===== src/rtl/pedal_audio_pkg.sv =====
// -----------------------------------------------------------------------------
// pedal_audio_pkg
// Types and constants shared by the sample feeder and the PWM/sigma-delta DAC
// stage:
//   SAMPLE_W / SAMPLE_MID : sample width and the unsigned midscale (silence)
//   ST_*                  : bit positions inside the feeder's status byte
//   ctrl_t                : the three control bits the feeder reacts to
//   apply_gain()          : arithmetic right-shift of a sample about midscale
// -----------------------------------------------------------------------------
package pedal_audio_pkg;

    localparam int SAMPLE_W = 8;

    typedef logic [SAMPLE_W-1:0] sample_t;

    localparam sample_t SAMPLE_MID = 8'h80;

    // Status byte layout: {3'b0, ovf, unf, full, empty, playing}
    localparam int ST_PLAYING = 0;
    localparam int ST_EMPTY   = 1;
    localparam int ST_FULL    = 2;
    localparam int ST_UNF     = 3;
    localparam int ST_OVF     = 4;

    // ctrl[2:0]; packed MSB-first so that play lands on bit 0
    typedef struct packed {
        logic clear;  // clear sticky ovf/unf (level)
        logic flush;  // empty the FIFO (level)
        logic play;   // run the sample-rate divider
    } ctrl_t;

    // Attenuate a sample by 2^shift around midscale. The sample is re-centred
    // to a signed 9-bit value so that the shift is symmetric for both halves
    // of the waveform (0x00 >>> 1 gives 0x40, 0xFF >>> 2 gives 0x9F).
    function automatic sample_t apply_gain(input sample_t s, input logic [1:0] shift);
        logic signed [SAMPLE_W:0] centred;
        logic signed [SAMPLE_W:0] restored;
        centred  = $signed({1'b0, s}) - $signed({1'b0, SAMPLE_MID});
        centred  = centred >>> shift;
        restored = centred + $signed({1'b0, SAMPLE_MID});
        return restored[SAMPLE_W-1:0];
    endfunction

endpackage


===== src/rtl/sample_fifo.sv =====
// -----------------------------------------------------------------------------
// sample_fifo
// Show-ahead synchronous FIFO. The oldest entry is always visible on head; a
// pushed word becomes visible the cycle after push. count/full/empty are
// registered together so they always agree with each other.
//   clk, reset : clock, synchronous active-high reset
//   push, din  : write request and data (ignored while full unless popping)
//   pop        : consume head (ignored while empty)
//   flush      : level; pointers and count return to 0 on the next edge
//   head       : current oldest entry
//   count      : occupancy 0..DEPTH
//   full/empty : registered occupancy flags
// -----------------------------------------------------------------------------
module sample_fifo #(
    parameter int DEPTH = 16,
    parameter int WIDTH = 8
) (
    input  logic                     clk,
    input  logic                     reset,
    input  logic                     push,
    input  logic                     pop,
    input  logic                     flush,
    input  logic [WIDTH-1:0]         din,
    output logic [WIDTH-1:0]         head,
    output logic [$clog2(DEPTH):0]   count,
    output logic                     full,
    output logic                     empty
);

    localparam int AW = $clog2(DEPTH);
    localparam logic [AW:0]   CNT_ONE   = (AW+1)'(1);
    localparam logic [AW:0]   CNT_DEPTH = (AW+1)'(DEPTH);
    localparam logic [AW-1:0] PTR_ONE   = AW'(1);

    logic [WIDTH-1:0] mem [DEPTH];
    logic [AW-1:0]    wr_ptr;
    logic [AW-1:0]    rd_ptr;
    logic [AW:0]      count_next;
    logic             push_ok;
    logic             pop_ok;

    // A pop frees a slot in the same cycle, so a push into a full FIFO is
    // legal when it coincides with a pop.
    assign pop_ok  = pop && !empty && !flush;
    assign push_ok = push && (!full || pop_ok) && !flush;

    assign head = mem[rd_ptr];

    always_comb begin
        // NOTE: default first so every path assigns count_next; no latch.
        count_next = count;
        if (push_ok && !pop_ok) begin
            count_next = count + CNT_ONE;
        end else if (pop_ok && !push_ok) begin
            count_next = count - CNT_ONE;
        end
    end

    // NOTE: storage is deliberately not reset; occupancy is tracked by the
    // pointers and count, so stale data is never observable.
    always_ff @(posedge clk) begin
        if (push_ok) begin
            mem[wr_ptr] <= din;
        end
    end

    // NOTE: non-blocking assignments for all state so every register samples
    // the values from before the edge.
    always_ff @(posedge clk) begin
        if (reset || flush) begin
            wr_ptr <= '0;
            rd_ptr <= '0;
            count  <= '0;
            full   <= 1'b0;
            empty  <= 1'b1;
        end else begin
            if (push_ok) begin
                wr_ptr <= wr_ptr + PTR_ONE;  // wraps modulo DEPTH (power of 2)
            end
            if (pop_ok) begin
                rd_ptr <= rd_ptr + PTR_ONE;
            end
            count <= count_next;
            full  <= (count_next == CNT_DEPTH);
            empty <= (count_next == '0);
        end
    end

endmodule


===== src/rtl/pwm_sample_feeder.sv =====
// -----------------------------------------------------------------------------
// pwm_sample_feeder
// Sample-rate buffer in front of the DAC stage. The CPU writes 8-bit unsigned
// samples into a FIFO; a fixed divider pops one sample every DIV clocks and
// presents it on sample_out with a one-cycle sample_stb pulse.
//
// Build option: define SAMPLE_GAIN_EN to add gain_shift[1:0], which attenuates
// popped samples by 2^gain_shift about midscale (sampled at the tick).
//
// Ports:
//   clk, reset  : clock, synchronous active-high reset
//   wr_data     : sample from CPU bus (unsigned, midscale 0x80)
//   wr_en       : write strobe, one sample per cycle
//   ctrl        : bit0 play, bit1 flush (level), bit2 clear flags (level)
//   gain_shift  : (SAMPLE_GAIN_EN only) attenuation shift 0..3
//   sample_out  : sample to the DAC stage
//   sample_stb  : one-cycle pulse when sample_out updates
//   status      : {3'b0, ovf, unf, full, empty, playing}
//   fifo_count  : FIFO occupancy 0..DEPTH
// -----------------------------------------------------------------------------
module pwm_sample_feeder
    import pedal_audio_pkg::*;
#(
    parameter int DEPTH = 16,
    parameter int DIV   = 6250
) (
    input  logic                     clk,
    input  logic                     reset,
    input  logic [SAMPLE_W-1:0]      wr_data,
    input  logic                     wr_en,
    input  logic [7:0]               ctrl,
`ifdef SAMPLE_GAIN_EN
    input  logic [1:0]               gain_shift,
`endif
    output logic [SAMPLE_W-1:0]      sample_out,
    output logic                     sample_stb,
    output logic [7:0]               status,
    output logic [$clog2(DEPTH):0]   fifo_count
);

    localparam int DW = (DIV > 2) ? $clog2(DIV) : 1;
    localparam logic [DW-1:0] DIV_LAST = DW'(DIV - 1);
    localparam logic [DW-1:0] DIV_ONE  = DW'(1);

    ctrl_t         ctrl_s;
    logic          unused_ctrl;
    logic [DW-1:0] div_cnt;
    logic          tick;
    logic          pop;
    logic          push;
    logic          underrun;
    logic          overflow;
    logic          fifo_full;
    logic          fifo_empty;
    sample_t       head;
    sample_t       popped;
    logic          playing;
    logic          unf;
    logic          ovf;

    assign ctrl_s      = ctrl_t'(ctrl[2:0]);
    assign unused_ctrl = ^ctrl[7:3];

    // ---------------- sample-rate divider ----------------
    // Held at 0 while stopped so the first tick lands DIV cycles after play.
    assign tick = ctrl_s.play && (div_cnt == DIV_LAST);

    always_ff @(posedge clk) begin
        if (reset || !ctrl_s.play || tick) begin
            div_cnt <= '0;
        end else begin
            div_cnt <= div_cnt + DIV_ONE;
        end
    end

    // ---------------- FIFO handshake ----------------
    // A flush suppresses both sides; a tick during flush is an empty pop.
    // empty is registered, so a write landing in the tick cycle of an empty
    // FIFO cannot be popped yet and the tick is an underrun.
    assign pop      = tick && !fifo_empty && !ctrl_s.flush;
    assign underrun = tick && (fifo_empty || ctrl_s.flush);
    assign push     = wr_en && !ctrl_s.flush && (!fifo_full || pop);
    assign overflow = wr_en && !ctrl_s.flush && fifo_full && !pop;

    sample_fifo #(
        .DEPTH (DEPTH),
        .WIDTH (SAMPLE_W)
    ) u_fifo (
        .clk   (clk),
        .reset (reset),
        .push  (push),
        .pop   (pop),
        .flush (ctrl_s.flush),
        .din   (wr_data),
        .head  (head),
        .count (fifo_count),
        .full  (fifo_full),
        .empty (fifo_empty)
    );

`ifdef SAMPLE_GAIN_EN
    assign popped = apply_gain(head, gain_shift);
`else
    assign popped = head;
`endif

    // ---------------- output register and flags ----------------
    always_ff @(posedge clk) begin
        if (reset) begin
            sample_out <= SAMPLE_MID;
            sample_stb <= 1'b0;
            playing    <= 1'b0;
            unf        <= 1'b0;
            ovf        <= 1'b0;
        end else begin
            playing    <= ctrl_s.play;
            sample_stb <= tick;
            if (tick) begin
                sample_out <= pop ? popped : SAMPLE_MID;
            end else if (!ctrl_s.play) begin
                sample_out <= SAMPLE_MID;  // idle at silence while stopped
            end
            // A set in the same cycle as a clear wins.
            unf <= underrun || (unf && !ctrl_s.clear);
            ovf <= overflow || (ovf && !ctrl_s.clear);
        end
    end

    always_comb begin
        status              = '0;
        status[ST_PLAYING]  = playing;
        status[ST_EMPTY]    = fifo_empty;
        status[ST_FULL]     = fifo_full;
        status[ST_UNF]      = unf;
        status[ST_OVF]      = ovf;
    end

endmodule


===== config.mk =====
export PLATFORM = sky130hd
export DESIGN_NAME = pwm_sample_feeder
export DESIGN_NICKNAME = d
export VERILOG_FILES = /design/src/rtl/pedal_audio_pkg.sv /design/src/rtl/sample_fifo.sv /design/src/rtl/pwm_sample_feeder.sv
export SDC_FILE = /design/constraint.sdc
export NUM_CORES = 1
export LEC_CHECK = 0
export ABC_AREA = 1
export BUFFER_PORTS_ARGS = -buffer_cell sky130_fd_sc_hd__buf_4
export CAP_MARGIN = 10
export CORE_ASPECT_RATIO = 1.4
export CORE_MARGIN = 2
export CORE_UTILIZATION = 45
export DETAILED_ROUTE_END_ITERATION = 7
export GPL_TIMING_DRIVEN = 0
export PLACE_DENSITY = 0.59
export SETUP_SLACK_MARGIN = 0.1
export SYNTH_ARGS = -nofsm -noshare
export SYNTH_HDL_FRONTEND = slang
export SYNTH_SLANG_ARGS = --single-unit

===== constraint.sdc =====
create_clock -name clk -period 2.9 [get_ports clk]
set_clock_uncertainty 0.15 [all_clocks]
set_input_delay 0 -clock clk [delete_from_list [all_inputs] [get_ports clk]]
set_output_delay 0 -clock clk [all_outputs]
set_load 0.01 [all_outputs]

==> summary.md <==
| Metric | Value |
|---|---|
| Fmax achieved | roughly 0.37 GHz |
| Synth top area share | 0.538 |
| CTS tree | yes |
| Commonest cells post-synth | nand2_1, edfxtp_1, a21oi_1, nor2_1, dfxtp_1 |
| Peak VDD IR | 350 uV |
| Vias in the first global route | 4,798 |
| Fin nets | 746 |
| Count leader, synth | nand2_1 |
| Tot Pwr | 4.98 mW |
| Dpl cells | 880 |
| Logic pwr share | 0.028 |
| Via/cell ratio | between 5 and 6 |
| Worst EP required | ~2.8 ns |
| 1st-pass router iterations | 4 |
| Total CTS buffers | 17 |
| Clock Power Share | 0.437 |
| Sw frac | 0.212 |
| GR Util met2 | 0.371 |
| Leak | 3.09 nW |
| H-tree depth | 4 |
| Drt wl/cell | 17.6 um |
| DRC | 0 |
| Most used DFF post-synth | edfxtp_1 |
| Die height | about 150 um |
| Sequential power share | 0.534 |
| Std-Cell Rows | 54 |
| Share of cells above drive strength 1 | 0.153 |
| Setup bufs post-CTS | 0 |
| GR peak layer | met2 |
| Yosys top cell by area | edfxtp_1 |
| Final setup violation count | 0 |
| Port Buffer Count | 32 |
| Count of final hold-check violations | 0 |
| Synth Register Bits | 172 |
| Routing usage on met1 | 0.224 |
| Final min period | between 2 and 3 ns |
| Final GP Congestion | 1.06 |
| Fin util | 0.538 |
| Final Max Slew Viols | 0 |
| Sum Neg Setup Slack | 0 ns |
| # IOs | 41 |
| Global-route usage over all layers | 0.198 |
| P&R area growth vs syn | 17.2% |
| Cells after Synth | 650 |
| CP Class | reg2reg |
| CP Capture Type | flip-flop |
| Arrival time worst endpoint | 2.57 ns |
| Period Utilization, post-route | 0.922 |
| CTS sink count | roughly 170 |
| YS warnings | 0 |
| Die X | 110 um |
| Startpoint Class | flip-flop |
| Pre-CTS WS | 0.146 ns |
| Cell variety after synth | 40 |
| Starting DRC count in detailed routing | ~310 |
| Pwr dens | 595 nW/um^2 |
| Starting Density | 0.459 |
| Post-synth EDFFs | 128 |
| RSZ-0062 raised after global routing | yes |
| Core box area | 15,500 um^2 |
| Diode count | 0 |
| Grt met3 use | 0.0385 |
| Worst Max-Slew Pin Slew | 1.06 ns |
| Antenna Nets Post-Route | 0 |
| Relative slew slack | 0.282 |
| Clock Path Buffers | 2 |
| Largest net degree at the start of global routing | 17 |
| Antenna violations before repair | 0 |
| Die area | between 15,000 and 20,000 um^2 |
| Max Cap Viol | 0 |
| CP max FO | 8 |
| Worst skew pair latency | 0.42 ns |
| Cell Int Power | roughly 4 mW |
| Worst-path clk slew | about 0.060 ns |
| Post-detailed-routing wire length | about 16,000 um |
| Grt total ovfl | 0 |
| Net Switching | 1.05 mW |
| Worst Hold Class | in2reg |
| Post-route setup slack | 0.225 ns |
| Top cells by area, synth | edfxtp_1, dfxtp_1, nand2_1 |
| Avg Cell Area, Syn | 11.0 um^2 |
| Via count | 4,806 |
| Final std cells w/o fill | 927 |
| Status | completed |
| Sequential-to-total area share from yosys stat | 0.662 |
| Asr flop ratio synth | 0 |
| Hpwl dp | 11,700 um |
| Root Buffer | clkbuf_16 |
| Mapped Area | 7140 um^2 |
| First-pass GRT wire length | 25,700 um |
[logic make-up after synthesis]
kind of cell / Yosys count / synth area share
xor gates and xnor gates: 5 / 0.00613
buffers and inverters: 78 / 0.0472
DFF: 172 / 0.662
adders and majority gates: 9 / 0.0158
other: 1 / 0.000525
AOI/OAI and AO/OA: 122 / 0.105
and+or+nand+nor: 263 / 0.164
[final cells by class]
cell class	count	area, um^2
Inverter	45	173
Buffer	33	164
Timing Repair Buffer	47	390
Sequential cell	172	4720
Clock inverter	14	138
Multi-Input combinational cell	402	2090
Tap cell	196	245
Fill cell	1366	7170
Clock buffer	18	439
[cell usage in the layout (no fill, tap or decap), drive strengths merged, types with 6 or more instances in the layout]
cell         Yosys  layout
nor2            66      66
a32o             7       7
o311ai           7       7
dlygate4sd3      0      15
nor3             6       6
a22oi           14      14
o21ai           20      20
inv             43      47
buf             16      48
ha               9       9
o211ai           9       9
nand2          156     156
a21oi           59      59
edfxtp         128     128
nand3           27      27
dfxtp           44      44
clkbuf          17      35
clkinv           2       8
[worst max-delay path: stages (launching register included)]
cell and delay [ns]:
dfxtp_1 0.38, ha_1 0.16, nand2_1 0.08, nor2_4 0.19, nand3_4 0.14, nor2_8 0.19, o21ai_2 0.10, clkinv_2 0.11
nand2_2 0.11, nor2_1 0.68
[layer usage]
metal	up-vias	wire length, um
li1	2394	-
met1	2293	6470
met2	106	9000
met3	13	611
met4	0	280
met5	-	0
[final timing paths]
check | start | to | slack [ns] | cells past startpoint
worst max-delay path | div_cnt[0]$_SDFF_PP0_ | u_fifo.mem[7][4]$_DFFE_PP_ | 0.23 | 9
worst max register to register | div_cnt[0]$_SDFF_PP0_ | u_fifo.mem[7][4]$_DFFE_PP_ | 0.23 | 9
worst min register to register | sample_out[5]$_SDFFE_PP0P_ | sample_out[5]$_SDFFE_PP0P_ | 0.30 | 2
worst min-delay path | reset | sample_stb$_SDFF_PP0_ | 0.19 | 3
[stage by stage]
| step | instance area, um^2 | hold slack (ns) |
|---|---|---|
| finish | 8370 | 0.193 |
| global route | 8370 | 0.195 |
| CTS | 8360 | 0.166 |
| detailed placement | 7630 | 0.0579 |
| global placement | 7630 | 0.0565 |
| floorplan | 7150 | -0.0809 |
[power groups by stage]
stage | clock network [mW] | registers (mW) | logic (mW)
finish | 2.18 | 2.66 | 0.142
global route | 2.32 | 2.66 | 0.157
CTS | 2.22 | 2.66 | 0.144
detailed placement | 0 | 2.71 | 0.129
global placement | 0 | 2.71 | 0.124
floorplan | 0 | 2.71 | 0.0594
[state kept, by name, indices dropped and copies added, names as in the netlist, named ones only]
signal	cells
div_cnt	13
u_fifo.empty	1
sample_stb	1
sample_out	8
playing	1
u_fifo.full	1
ovf	1
u_fifo.mem	128
u_fifo.rd_ptr	4
unf	1
u_fifo.count	5
u_fifo.wr_ptr	4
[repair_timing]
action                                  CTS  global route
endpoints found under the setup margin    0            32
hold endpoints to repair                155             0
hold buffers                             15             0
resized for setup                         0             4
Power figures use the tool's default switching activity.
